[src/rtl/dmem_arb_pkg.sv]
// Shared definitions for the two-requester data-memory arbiter:
// FSM state encoding and requester identifiers.
package dmem_arb_pkg;

  typedef enum logic [1:0] {
    ST_IDLE   = 2'd0,
    ST_ACCESS = 2'd1,
    ST_RESP   = 2'd2
  } state_t;

  localparam logic REQ_M0 = 1'b0;
  localparam logic REQ_M1 = 1'b1;

endpackage

[src/rtl/dmem_arbiter_rr_arb2.sv]
// Winner select for two requesters. Round-robin on ties by default;
// defining DMEM_ARB_FIXED_PRIO_EN makes m0 win every tie.
module rr_arb2
  import dmem_arb_pkg::*;
(
  input  logic i_m0_req,
  input  logic i_m1_req,
  input  logic i_ptr,
  output logic o_winner
);

`ifdef DMEM_ARB_FIXED_PRIO_EN
  logic w_unused_ptr;
  assign w_unused_ptr = i_ptr;
`endif

  // Pick the winner; i_ptr names the requester favoured on a tie
  always_comb begin
    o_winner = REQ_M0;
    if (i_m0_req && i_m1_req) begin
`ifdef DMEM_ARB_FIXED_PRIO_EN
      o_winner = REQ_M0;
`else
      o_winner = i_ptr;
`endif
    end else if (i_m1_req) begin
      o_winner = REQ_M1;
    end else begin
      o_winner = REQ_M0;
    end
  end

endmodule

[src/rtl/dmem_arbiter.sv]
// Two-requester arbiter in front of a single-port data memory: IDLE -> ACCESS -> RESP.
// Optional macro DMEM_ARB_FIXED_PRIO_EN selects fixed m0 priority instead of round-robin.
module dmem_arbiter
  import dmem_arb_pkg::*;
#(
  parameter int ADDR_W = 32,
  parameter int DATA_W = 32
) (
  input  logic              clock,
  input  logic              reset,
  input  logic              m0_req,
  input  logic              m0_we,
  input  logic [ADDR_W-1:0] m0_addr,
  input  logic [DATA_W-1:0] m0_wdata,
  output logic              m0_ack,
  output logic [DATA_W-1:0] m0_rdata,
  input  logic              m1_req,
  input  logic              m1_we,
  input  logic [ADDR_W-1:0] m1_addr,
  input  logic [DATA_W-1:0] m1_wdata,
  output logic              m1_ack,
  output logic [DATA_W-1:0] m1_rdata,
  output logic [ADDR_W-1:0] mem_address,
  output logic              mem_WriteEnable,
  output logic [DATA_W-1:0] mem_WriteData,
  input  logic [DATA_W-1:0] mem_MemData,
  output logic              busy,
  output logic              grant_id
);

  state_t              r_state;
  state_t              w_state_nxt;
  logic                w_start;
  logic                w_access;
  logic                w_winner;
  logic                w_ptr;
  logic                r_we;
  logic                r_mem_we;
  logic [ADDR_W-1:0]   r_addr;
  logic [DATA_W-1:0]   r_wdata;
  logic                r_grant;
  logic                r_busy;
  logic                r_m0_ack;
  logic                r_m1_ack;
  logic [DATA_W-1:0]   r_m0_rdata;
  logic [DATA_W-1:0]   r_m1_rdata;

`ifdef DMEM_ARB_FIXED_PRIO_EN
  assign w_ptr = REQ_M0;
`else
  logic r_ptr;

  // Tie pointer: favour whichever requester did not win the last grant
  always_ff @(posedge clock) begin
    if (reset) begin
      r_ptr <= REQ_M0;
    end else if (w_start) begin
      r_ptr <= ~w_winner;
    end else begin
      r_ptr <= r_ptr;
    end
  end

  assign w_ptr = r_ptr;
`endif

  rr_arb2 u_rr_arb2 (
    .i_m0_req (m0_req),
    .i_m1_req (m1_req),
    .i_ptr    (w_ptr),
    .o_winner (w_winner)
  );

  assign w_start  = (r_state == ST_IDLE) && (m0_req || m1_req);
  assign w_access = (r_state == ST_ACCESS);

  // FSM state register
  always_ff @(posedge clock) begin
    if (reset) begin
      r_state <= ST_IDLE;
    end else begin
      r_state <= w_state_nxt;
    end
  end

  // FSM next-state logic
  always_comb begin
    w_state_nxt = r_state;
    case (r_state)
      ST_IDLE: begin
        if (m0_req || m1_req) begin
          w_state_nxt = ST_ACCESS;
        end else begin
          w_state_nxt = ST_IDLE;
        end
      end
      ST_ACCESS: w_state_nxt = ST_RESP;
      ST_RESP:   w_state_nxt = ST_IDLE;
      default:   w_state_nxt = ST_IDLE;
    endcase
  end

  // Latch the winning request and drive the memory during ACCESS only
  always_ff @(posedge clock) begin
    if (reset) begin
      r_we     <= 1'b0;
      r_mem_we <= 1'b0;
      r_addr   <= {ADDR_W{1'b0}};
      r_wdata  <= {DATA_W{1'b0}};
      r_grant  <= REQ_M0;
      r_busy   <= 1'b0;
    end else begin
      r_busy   <= (w_state_nxt != ST_IDLE);
      r_mem_we <= 1'b0;
      if (w_start) begin
        r_grant  <= w_winner;
        r_we     <= (w_winner == REQ_M1) ? m1_we    : m0_we;
        r_mem_we <= (w_winner == REQ_M1) ? m1_we    : m0_we;
        r_addr   <= (w_winner == REQ_M1) ? m1_addr  : m0_addr;
        r_wdata  <= (w_winner == REQ_M1) ? m1_wdata : m0_wdata;
      end else begin
        r_grant  <= r_grant;
        r_we     <= r_we;
        r_addr   <= r_addr;
        r_wdata  <= r_wdata;
      end
    end
  end

  // Response: capture read data (or echo write data) and pulse the winner's ack
  always_ff @(posedge clock) begin
    if (reset) begin
      r_m0_ack   <= 1'b0;
      r_m1_ack   <= 1'b0;
      r_m0_rdata <= {DATA_W{1'b0}};
      r_m1_rdata <= {DATA_W{1'b0}};
    end else begin
      r_m0_ack <= 1'b0;
      r_m1_ack <= 1'b0;
      if (w_access) begin
        if (r_grant == REQ_M1) begin
          r_m1_ack   <= 1'b1;
          r_m1_rdata <= r_we ? r_wdata : mem_MemData;
        end else begin
          r_m0_ack   <= 1'b1;
          r_m0_rdata <= r_we ? r_wdata : mem_MemData;
        end
      end else begin
        r_m0_rdata <= r_m0_rdata;
        r_m1_rdata <= r_m1_rdata;
      end
    end
  end

  assign mem_address     = r_addr;
  assign mem_WriteData   = r_wdata;
  assign mem_WriteEnable = r_mem_we;
  assign busy            = r_busy;
  assign grant_id        = r_grant;
  assign m0_ack          = r_m0_ack;
  assign m1_ack          = r_m1_ack;
  assign m0_rdata        = r_m0_rdata;
  assign m1_rdata        = r_m1_rdata;

endmodule

[config.mk]
export PLATFORM = sky130hd
export DESIGN_NAME = dmem_arbiter
export DESIGN_NICKNAME = d
export VERILOG_FILES = /design/src/rtl/dmem_arb_pkg.sv /design/src/rtl/dmem_arbiter_rr_arb2.sv /design/src/rtl/dmem_arbiter.sv
export SDC_FILE = /design/constraint.sdc
export NUM_CORES = 1
export LEC_CHECK = 0
export BUFFER_PORTS_ARGS = -buffer_cell sky130_fd_sc_hd__clkbuf_2
export CORE_MARGIN = 4
export CORE_UTILIZATION = 35
export CTS_CLUSTER_SIZE = 28
export DETAILED_ROUTE_END_ITERATION = 12
export PLACE_DENSITY = 0.65
export SYNTH_ARGS = -nofsm -noshare
export SYNTH_HDL_FRONTEND = slang
export SYNTH_SLANG_ARGS = --single-unit
[constraint.sdc]
create_clock -name clock -period 3.5 [get_ports clock]
set_input_delay 0.175 -clock clock [delete_from_list [all_inputs] [get_ports clock]]
set_output_delay 0.175 -clock clock [all_outputs]
set_load 0.005 [all_outputs]
==> results of run 1 <==
## final cells by class
cell class,count,area (um2)
clock buffers,19,443
clock inverters,13,144
fillers,1693,9020
inverters,1,3.75
multi-input cells,440,3040
flip-flops and latches,137,2740
well taps,225,282
repair buffers,313,1610
## flip-flops by register name, indices dropped and copies added, names as in the netlist
| name | flops |
|---|---|
| r_we | 1 |
| r_state | 2 |
| grant_id | 1 |
| mem_WriteData | 32 |
| m1_ack | 1 |
| m1_rdata | 32 |
| m0_rdata | 32 |
| r_ptr | 1 |
| mem_address | 32 |
| mem_WriteEnable | 1 |
| busy | 1 |
| m0_ack | 1 |
## worst max-delay path: cells and delay by family, from the launching register on
family                 cells  cell delay (ps)
flip-flops                 1              380
AO/OA/AOI/OAI              1              310
buffers and inverters      1              570
AND/OR/NAND/NOR            2              610
## Yosys cell counts
library cell / instances
sky130_fd_sc_hd__nor2_2: 1
sky130_fd_sc_hd__buf_6: 6
sky130_fd_sc_hd__a21oi_1: 68
sky130_fd_sc_hd__clkbuf_1: 46
sky130_fd_sc_hd__nand3_1: 66
sky130_fd_sc_hd__a21bo_1: 1
sky130_fd_sc_hd__nor3b_1: 2
sky130_fd_sc_hd__dfxtp_1: 137
sky130_fd_sc_hd__nand2_1: 1
sky130_fd_sc_hd__o21ai_0: 65
sky130_fd_sc_hd__a311oi_1: 15
sky130_fd_sc_hd__and2_1: 1
sky130_fd_sc_hd__and3b_1: 1
sky130_fd_sc_hd__nand2b_1: 2
sky130_fd_sc_hd__buf_1: 7
sky130_fd_sc_hd__nor2b_1: 2
sky130_fd_sc_hd__buf_4: 2
sky130_fd_sc_hd__inv_2: 1
sky130_fd_sc_hd__or2_1: 1
sky130_fd_sc_hd__mux2i_1: 32
sky130_fd_sc_hd__a311oi_2: 50
sky130_fd_sc_hd__a211oi_1: 65
sky130_fd_sc_hd__nor3_1: 1
sky130_fd_sc_hd__nor2_1: 66
sky130_fd_sc_hd__buf_2: 22
## logic make-up after synthesis
group | synth area share, %
buffers and inverters | 6.42
AO/OA/AOI/OAI | 33.2
multiplexers | 5.20
AND/OR/NAND/NOR | 10.6
flip-flops | 44.5
## per-stage QoR
stage / std cells / util (%) / area, um2
global route: 1148 / 47.8 / 8270
floorplan: 661 / - / 6160
detailed placement: 1115 / 44.4 / 7680
global placement: 1115 / 44.4 / 7680
CTS: 1148 / 47.8 / 8270
finish: 1148 / 47.8 / 8270
## where the power goes
group | internal (mW) | switching (mW) | total [mW] | leakage (nW)
Sequential | 1.71 | 0.113 | 1.82 | 1.13
Clock | 1.07 | 0.723 | 1.80 | 0.276
Combinational | 0.378 | 0.491 | 0.869 | 2.01
## routing by layer
layer | up-vias | share of wire [%]
met1 | 2899 | 44
met5 | - | 0
met3 | 30 | 7.2
met2 | 250 | 47
li1 | 3002 | -
met4 | 0 | 1.7
## worst paths after layout
path | from | end | slack (ps) | cells after the start
max | r_ptr | r_we | 1520 | 4
min | m0_addr[11] | mem_address[11] | 20 | 3
max reg2reg | r_ptr | r_we | 1520 | 4
min reg2reg | m0_rdata[16] | m0_rdata[16] | 500 | 2
## timing repair
item	4_1_cts	5_1_grt
hold endpoints to repair	1	0
resized for setup	0	0
hold buffers	1	0
==> qor.log, run 1 <==
INFO  cts            clock_tree.buffer_depth=2
INFO  cts            clock_latency=420ps
INFO  global_route   grt_start_max_net_pins=84
INFO  critical_path  cp.arrival=2300ps
INFO  global_route   grt_pass1_vias=6014
INFO  finish         layout_commonest_cell=sky130_fd_sc_hd__clkbuf_2
INFO  route          final_antenna_net_count=0
INFO  critical_path  critPathLaunchType=flop
INFO  synth          syn_inst=661
INFO  power_and_ir_drop power.ir.vdd_worst=0.000331V
INFO  finish         insertedDiodeCount=0
INFO  global_route   grt_most_used_layer=met2
INFO  global_route   met2_usage=33.8%
INFO  global_route   grt_util_met1=26.8%
INFO  global_route   globalRouteOverflowTotal=0
INFO  cts            cts_bufs_inserted=17
INFO  timing         final.min_clock_period=1980ps
INFO  die            coreArea=17300um2
INFO  place          io_buffer_count=298
INFO  timing         rsz0062_at_grt=no
INFO  timing         final_setup_tns=0ps
INFO  critical_path  cp_max_fo=47
INFO  die            io-pin-count=299
INFO  timing         fmax=506MHz
INFO  synth          flip_flop_and_latch_count_after_synthesis=137
INFO  critical_path  critical_path.cell_chain=nand2b_2, buf_4, nand3_1, a311oi_2
INFO  critical_path  crit_path_max_incr_delay=570ps
INFO  route          dr_wl_cell=18.5um
INFO  timing         final.setup_skew=14.3ps
INFO  route          first_iter_violations=224
INFO  run_status     outcome=finished clean
INFO  power_and_ir_drop p_leak=3.42nW
INFO  critical_path  kind_of_critical_path=reg -> reg
INFO  route          via_per_inst=5.38
INFO  cts            cts_tree=done
INFO  cts            cts_sinks=137
INFO  die            std_cell_rows=48
INFO  die            die_height=141um
INFO  finish         design.final.nets=1076
INFO  synth          synth.avg_cell_area=9.32um2
INFO  die            fp.dieArea=19800um2
INFO  global_route   globalRouteMet3Util=6.11%
INFO  timing         setup_viol=0
INFO  power_and_ir_drop power_density=542nW/um2
INFO  finish         drive_above_1_share=43.6%
INFO  cts            htree_levels=4
INFO  place          post-dp-hpwl=14500um
INFO  synth          synth_top_cells_by_area=sky130_fd_sc_hd__dfxtp_1 (45%), sky130_fd_sc_hd__a311oi_2 (12%), sky130_fd_sc_hd__a211oi_1 (7.9%)
INFO  critical_path  slowest_stage=sky130_fd_sc_hd__buf_4
INFO  place          pre_cts_ws=1520ps
INFO  cts            clkSlewWorstSetupHoldPaths=70ps
INFO  synth          number_of_unique_standard_cell_types_used_by_synthesis=25
INFO  finish         final_cell_mix=sky130_fd_sc_hd__clkbuf_2 (297), sky130_fd_sc_hd__dfxtp_1 (136), sky130_fd_sc_hd__a21oi_1 (68)
INFO  timing         worst_pin_slew=813ps
INFO  synth          synth_area=6160um2
INFO  timing         final.period_utilization=56.4%
INFO  finish         syn_to_final_growth=34.3%
INFO  global_route   total_routing_usage_gr=20.8%
INFO  die            initial_core_util=35.6%
INFO  synth          ys_warn_count=0
INFO  route          first_pass_iters=5
INFO  die            chipWidth=141um
INFO  timing         holdWs=18.0ps
INFO  synth          synth_fp_nets=827
INFO  synth          netlist.top_cell.by_area=sky130_fd_sc_hd__dfxtp_1
INFO  global_route   initial_antenna_violation_count=0
INFO  synth          synthDominantCellAreaShare=44.5%
INFO  timing         slack_of_the_critical_path=1520ps
INFO  job            max_cap_violations=0
INFO  cts            postCtsSetupBuffers=0
INFO  worst_hold_path min-delay-path-class=in -> reg
INFO  critical_path  critPathRequiredTime=3830ps
INFO  critical_path  endpoint_kind=flop
INFO  global_route   first_pass_grt_wire_length=32800um
INFO  synth          synth_seq_area_share=44.5%
INFO  timing         final-max-slew-violation-count=0
INFO  route          vias=6181
INFO  power_and_ir_drop p_total=4.49mW
INFO  route          postRouteWirelength=21200um
INFO  route          post-route-drc-count=0
INFO  timing         timing.final.hold_violations=0
INFO  cts            cts_root_buf=sky130_fd_sc_hd__clkbuf_16
INFO  place          finalWeightedCongestion=0.837
INFO  timing         timing.slew.headroom=45.8%
(Power assumes the default switching activity.)
==> run 2: changes to the inputs <==
- ABC_AREA: unset -> 1
- PLACE_DENSITY: 0.65 -> 0.64
- clock period: 3.5 -> 1.9 ns (I/O delays scaled with it)
==> qor.log, run 2 <==
INFO  synth          post_synth_xor_area_fraction=0%
INFO  synth          syn_inst=1113
INFO  synth          synth_compound_gate_area_share=12.1%
INFO  timing         timing.final.hold_violations=0
INFO  route          final_antenna_net_count=0
INFO  finish         finish.instance_area=9330um2
INFO  die            std_cell_rows=50
INFO  power_and_ir_drop pwr-share-seq=38.5%
INFO  route          post-route-drc-count=0
INFO  cts            cts_tree=done
INFO  critical_path  worst_r2r_endpoint=mem_address[2]
INFO  power_and_ir_drop switching_share=29.4%
INFO  finish         layout_commonest_cell=sky130_fd_sc_hd__nand2_1
INFO  critical_path  critical_path_buf_inv_count=3
INFO  cts            cts_bufs_inserted=17
INFO  finish         insertedDiodeCount=0
INFO  die            io-pin-count=299
INFO  critical_path  slowest_stage=sky130_fd_sc_hd__dlygate4sd3_1
INFO  synth          number_of_unique_standard_cell_types_used_by_synthesis=14
INFO  route          postRouteWirelength=22600um
INFO  timing         final.period_utilization=92.4%
INFO  critical_path  cp_max_fo=23
INFO  route          dr_wl_cell=13.6um
INFO  finish         syn_to_final_growth=37.2%
INFO  finish         final_cell_mix=sky130_fd_sc_hd__nand2_1 (357), sky130_fd_sc_hd__clkbuf_2 (297), sky130_fd_sc_hd__inv_1 (165)
INFO  timing         final_setup_tns=0ps
INFO  route          first_pass_iters=5
INFO  global_route   grt_pass1_vias=6933
INFO  timing         final-max-slew-violation-count=0
INFO  power_and_ir_drop power_switching=2.52mW
INFO  place          dp_cells=1613
INFO  critical_path  cp_top_delay_family=buffers and inverters
INFO  place          finalWeightedCongestion=0.873
INFO  critical_path  endpoint_kind=flop
INFO  route          via_per_inst=4.46
INFO  worst_hold_path min-delay-path-class=in -> reg
INFO  finish         design.final.nets=1560
INFO  synth          synth_area=6800um2
INFO  synth          ys_warn_count=0
INFO  timing         rsz0062_at_grt=no
INFO  synth          netlist.top_cell.by_area=sky130_fd_sc_hd__dfxtp_1
INFO  critical_path  crit_path_max_incr_delay=560ps
INFO  critical_path  cp.arrival=2070ps
INFO  die            die_height=147um
INFO  cts            clkSlewWorstSetupHoldPaths=60ps
INFO  power_and_ir_drop pwr-share-comb=19.4%
INFO  synth          ys.flop_type=sky130_fd_sc_hd__dfxtp_1
INFO  power_and_ir_drop power.clock.fraction=42.1%
INFO  cts            cts_sinks=137
INFO  global_route   first_pass_grt_wire_length=35600um
INFO  worst_hold_path worstHoldPathCells=5
INFO  critical_path  critPathRequiredTime=2220ps
INFO  route          first_iter_violations=365
INFO  route          vias=7432
INFO  worst_hold_path whs_endpoint=mem_address[0]
INFO  finish         multi_input_area=3070um2
INFO  timing         holdWs=9.45ps
INFO  finish         drive_above_1_share=25.2%
INFO  timing         final.min_clock_period=1760ps
INFO  die            fp.dieArea=21700um2
INFO  cts            htree_levels=4
INFO  synth          synth_seq_area_share=40.3%
INFO  finish         layout.area.seq=2740um2
INFO  finish         post_layout_nonfiller_instances=1666
INFO  synth          flip_flop_and_latch_count_after_synthesis=137
INFO  place          post-dp-hpwl=16100um
INFO  power_and_ir_drop p_leak=4.98nW
INFO  synth          synth_simple_gate_area_share=32.7%
INFO  global_route   total_routing_usage_gr=20.2%
INFO  finish         fillers=2013
INFO  global_route   initial_antenna_violation_count=1
INFO  synth          main_combinational_cell_family_by_area_after_synthesis=simple AND/OR/NAND/NOR gates
INFO  worst_hold_path min_from=m0_addr[0]
INFO  critical_path  r2r.worst_path.cells=8
INFO  synth          synth_fp_nets=1279
INFO  global_route   globalRouteOverflowTotal=0
INFO  timing         fmax=570MHz
INFO  cts            cts_root_buf=sky130_fd_sc_hd__clkbuf_16
INFO  cts            clock_tree.buffer_depth=2
INFO  power_and_ir_drop p_total=8.55mW
INFO  critical_path  critPathLaunchType=flop
INFO  timing         worst_pin_slew=885ps
INFO  synth          ranking_of_synthesized_cells_by_instance_count=sky130_fd_sc_hd__nand2_1 (358), sky130_fd_sc_hd__inv_1 (165), sky130_fd_sc_hd__nor2_1 (142)
INFO  critical_path  kind_of_critical_path=reg -> reg
INFO  synth          synth.avg_cell_area=6.11um2
INFO  synth          library_cell_with_the_highest_instance_count_after_synthesis=sky130_fd_sc_hd__nand2_1
INFO  place          area_post_placement=8470um2
INFO  cts            postCtsSetupBuffers=0
INFO  synth          yosys-mux-area-fraction=0%
INFO  synth          synthDominantCellAreaShare=40.3%
INFO  die            coreArea=18900um2
INFO  timing         setup_viol=0
INFO  global_route   grt_start_max_net_pins=131
INFO  synth          synth_edf_count=0
INFO  die            initial_core_util=36.0%
INFO  die            chipWidth=147um
INFO  timing         timing.slew.headroom=40.8%
INFO  power_and_ir_drop power.ir.vdd_worst=0.000557V
INFO  critical_path  critical_path.cell_chain=inv_1, nand2_1, nor2_4, buf_4, nand2_1, nor2_1, dlygate4sd3_1, nor2_1
INFO  power_and_ir_drop internal_power=6.03mW
INFO  job            max_cap_violations=0
INFO  cts            clock_latency=420ps
INFO  timing         final.setup_skew=10.2ps
INFO  synth          synth_top_cells_by_area=sky130_fd_sc_hd__dfxtp_1 (40%), sky130_fd_sc_hd__nand2_1 (20%), sky130_fd_sc_hd__a21oi_1 (9.5%)
INFO  synth          async_reset_ff_share=0%
INFO  synth          adder_cell_share_of_the_synthesized_area=0%
INFO  power_and_ir_drop power_density=916nW/um2
INFO  cts            cts.hold.buffers_added=22
INFO  cts            cts_repair_resize_count=0
INFO  run_status     outcome=finished clean
INFO  critical_path  rr_startpoint=r_state[1]
INFO  critical_path  register_to_register_setup_slack=140ps
INFO  place          io_buffer_count=298
-- run 2: how the worst max path moves through the flow --
stage | startpoint | endpoint | slack, ps | depth (start not counted)
after floorplan | r_state[1] | mem_WriteData[3] | 770 | 8
after global placement | m1_req | mem_WriteData[24] | 300 | 6
after detailed placement | m1_req | mem_address[7] | 250 | 6
after CTS | r_state[1] | mem_address[2] | 150 | 8
after global routing | r_state[1] | mem_address[2] | 40 | 8
final | r_state[1] | mem_address[2] | 140 | 8
-- run 2: cell type report --
type	instances	area share, %
clock buffer	17	4.56
clock inverter	14	2.27
inverter	167	6.72
multi-input combinational	732	32.9
sequential	137	29.4
tap	260	3.49
timing repair buffer	339	20.7
-- run 2: kinds of logic after synthesis --
family	Yosys count
and+or+nand+nor	569
DFF	137
AOI/OAI and AO/OA	163
buffers and inverters	244
-- run 2: through the flow --
stage | util, % | setup slack (ps)
final | 49.4 | 145
after global routing | 49.4 | 38.1
after CTS | 49.4 | 153
after detailed placement | 44.8 | 255
after global placement | 44.8 | 305
after floorplan | - | 769
-- run 2: power by group through the flow --
stage               logic (mW)  clock network (mW)  registers, mW
global placement          1.62                   0           3.35
detailed placement        1.63                   0           3.35
floorplan                0.975                   0           3.32
finish                    1.66                3.60           3.29
global route              1.89                3.83           3.32
CTS                       1.68                3.68           3.29
-- run 2: worst register-to-register path: stages (launching register included) --
cell                            delay [ps]
sky130_fd_sc_hd__dfxtp_1               310
sky130_fd_sc_hd__inv_1                 110
sky130_fd_sc_hd__nand2_1               100
sky130_fd_sc_hd__nor2_4                 90
sky130_fd_sc_hd__buf_4                 280
sky130_fd_sc_hd__nand2_1                90
sky130_fd_sc_hd__nor2_1                 90
sky130_fd_sc_hd__dlygate4sd3_1         560
sky130_fd_sc_hd__nor2_1                 40
-- run 2: routing by layer --
layer,up-vias,routed length [um],global-route usage (%)
met1,3227,10200,26.5
met3,33,1510,5.33
met4,2,453,5.92
li1,3927,-,-
met2,243,10500,32.9
met5,-,20,0
==> run 3: changes to the inputs <==
- CORE_MARGIN: 4 -> 8
==> qor.log, run 3 (synthesis results as in run 2) <==
INFO  die            fp.dieArea=24100um2
INFO  timing         timing.final.hold_violations=0
INFO  route          first_iter_violations=412
INFO  route          postRouteWirelength=23600um
INFO  cts            cts_bufs_inserted=17
INFO  power_and_ir_drop power.clock.fraction=38.8%
INFO  route          via_per_inst=4.43
INFO  job            max_cap_violations=0
INFO  power_and_ir_drop pwr-share-seq=40.2%
INFO  route          dr_wl_cell=13.8um
INFO  critical_path  cp.arrival=2080ps
INFO  route          final_antenna_net_count=0
INFO  cts            clock_latency=420ps
INFO  power_and_ir_drop p_leak=5.08nW
INFO  cts            clkSlewWorstSetupHoldPaths=70ps
INFO  power_and_ir_drop internal_power=5.60mW
INFO  finish         design.final.nets=1596
INFO  cts            postCtsSetupBuffers=0
INFO  die            die_height=155um
INFO  power_and_ir_drop power_switching=2.56mW
INFO  die            std_cell_rows=51
INFO  global_route   grt_pass1_vias=7258
INFO  timing         final.min_clock_period=1760ps
INFO  finish         final_cell_mix=sky130_fd_sc_hd__nand2_1 (357), sky130_fd_sc_hd__clkbuf_2 (297), sky130_fd_sc_hd__inv_1 (165)
INFO  place          post-dp-hpwl=17000um
INFO  die            chipWidth=155um
INFO  critical_path  critPathLaunchType=flop
INFO  route          post-route-drc-count=0
INFO  power_and_ir_drop power.ir.vdd_worst=0.000536V
INFO  finish         finish.instance_area=9600um2
INFO  route          first_pass_iters=5
INFO  global_route   globalRouteOverflowTotal=0
INFO  die            initial_core_util=35.3%
INFO  cts            cts_sinks=137
INFO  finish         multi_input_area=3070um2
INFO  critical_path  critPathRequiredTime=2220ps
INFO  timing         holdWs=8.00ps
INFO  worst_hold_path min-delay-path-class=in -> reg
INFO  global_route   first_pass_grt_wire_length=37600um
INFO  cts            htree_levels=4
INFO  place          io_buffer_count=298
INFO  cts            clock_tree.buffer_depth=2
INFO  timing         fmax=569MHz
INFO  finish         syn_to_final_growth=41.2%
INFO  power_and_ir_drop pwr-share-comb=21.1%
INFO  timing         timing.slew.headroom=49.5%
INFO  power_and_ir_drop power_density=850nW/um2
INFO  critical_path  endpoint_kind=flop
INFO  finish         layout_commonest_cell=sky130_fd_sc_hd__nand2_1
INFO  route          vias=7572
INFO  cts            cts_repair_resize_count=0
INFO  finish         layout.area.seq=2740um2
INFO  die            io-pin-count=299
INFO  cts            cts_tree=done
INFO  place          finalWeightedCongestion=0.846
INFO  critical_path  kind_of_critical_path=reg -> reg
INFO  timing         setup_viol=0
INFO  global_route   grt_start_max_net_pins=69
INFO  finish         drive_above_1_share=24.8%
INFO  timing         final-max-slew-violation-count=0
INFO  cts            cts_root_buf=sky130_fd_sc_hd__clkbuf_16
INFO  timing         worst_pin_slew=758ps
INFO  place          area_post_placement=8470um2
INFO  die            coreArea=19300um2
INFO  critical_path  cp_max_fo=22
INFO  timing         rsz0062_at_grt=no
INFO  run_status     outcome=finished clean
INFO  timing         final.setup_skew=11.1ps
INFO  finish         fillers=2027
INFO  global_route   total_routing_usage_gr=19.4%
INFO  power_and_ir_drop switching_share=31.4%
INFO  timing         final_setup_tns=0ps
INFO  global_route   initial_antenna_violation_count=2
INFO  timing         final.period_utilization=92.6%
[run 3: changes by cell type in the layout (fill, tap and decap cells not counted), moves of 3 or more]
cell	delta
sky130_fd_sc_hd__dlygate4sd3_1	+34
sky130_fd_sc_hd__bufinv_16	-4
sky130_fd_sc_hd__inv_6	+3
sky130_fd_sc_hd__clkinvlp_4	+3
sky130_fd_sc_hd__buf_4	+4
[run 3: worst paths after layout]
check | startpoint | end | slack (ps) | cells after the start
worst max register to register | r_state[1] | mem_address[11] | 140 | 8
worst min-delay path | m0_addr[27] | mem_address[27] | 8 | 5
worst max-delay path | r_state[1] | mem_address[11] | 140 | 8
worst min register to register | m0_rdata[0] | m0_rdata[0] | 460 | 2
[run 3: per-stage QoR]
step,power [mW],util [%],cells,setup slack (ps)
2_1_floorplan,4.29,-,1113,769
6_report,8.16,49.8,1709,141
3_3_place_gp,4.96,43.9,1620,518
3_5_place_dp,4.98,43.9,1620,473
5_1_grt,8.68,49.8,1709,13.6
4_1_cts,8.29,49.8,1708,191
[run 3: per-layer routing]
layer	global-route usage (%)	vias up	share of wire, %
met1	23.8	3292	44
met4	7.30	2	2.4
met2	31.6	231	47
li1	-	4008	-
met3	5.77	39	7.1
met5	0	-	0.055
[run 3: what timing repair did]
item	4_1_cts	5_1_grt
setup endpoints to repair	0	0
hold buffers	56	0
endpoints found under the hold margin	40	0
[run 3: layout make-up]
type	instances	area share (%)
antenna	1	0.0261
clock buffer	18	4.57
clock inverter	14	1.34
inverter	167	6.53
multi-input combinational	732	31.9
sequential	137	28.6
tap	265	3.45
timing repair buffer	375	23.6
[run 3: power groups by stage]
stage	Sequential [mW]	Clock, mW	Combinational (mW)
3_5_place_dp	3.35	0	1.64
5_1_grt	3.31	3.40	1.96
3_3_place_gp	3.34	0	1.62
6_report	3.28	3.16	1.72
4_1_cts	3.28	3.26	1.74
2_1_floorplan	3.32	0	0.975
[run 3: critical path: stages (launching register included)]
cell and delay (ps):
sky130_fd_sc_hd__dfxtp_1 310, sky130_fd_sc_hd__inv_1 90, sky130_fd_sc_hd__nand2_1 110, sky130_fd_sc_hd__nor2_4 110, sky130_fd_sc_hd__buf_4 250, sky130_fd_sc_hd__nand2_1 80
sky130_fd_sc_hd__nor2_1 100, sky130_fd_sc_hd__dlygate4sd3_1 570, sky130_fd_sc_hd__nor2_1 40
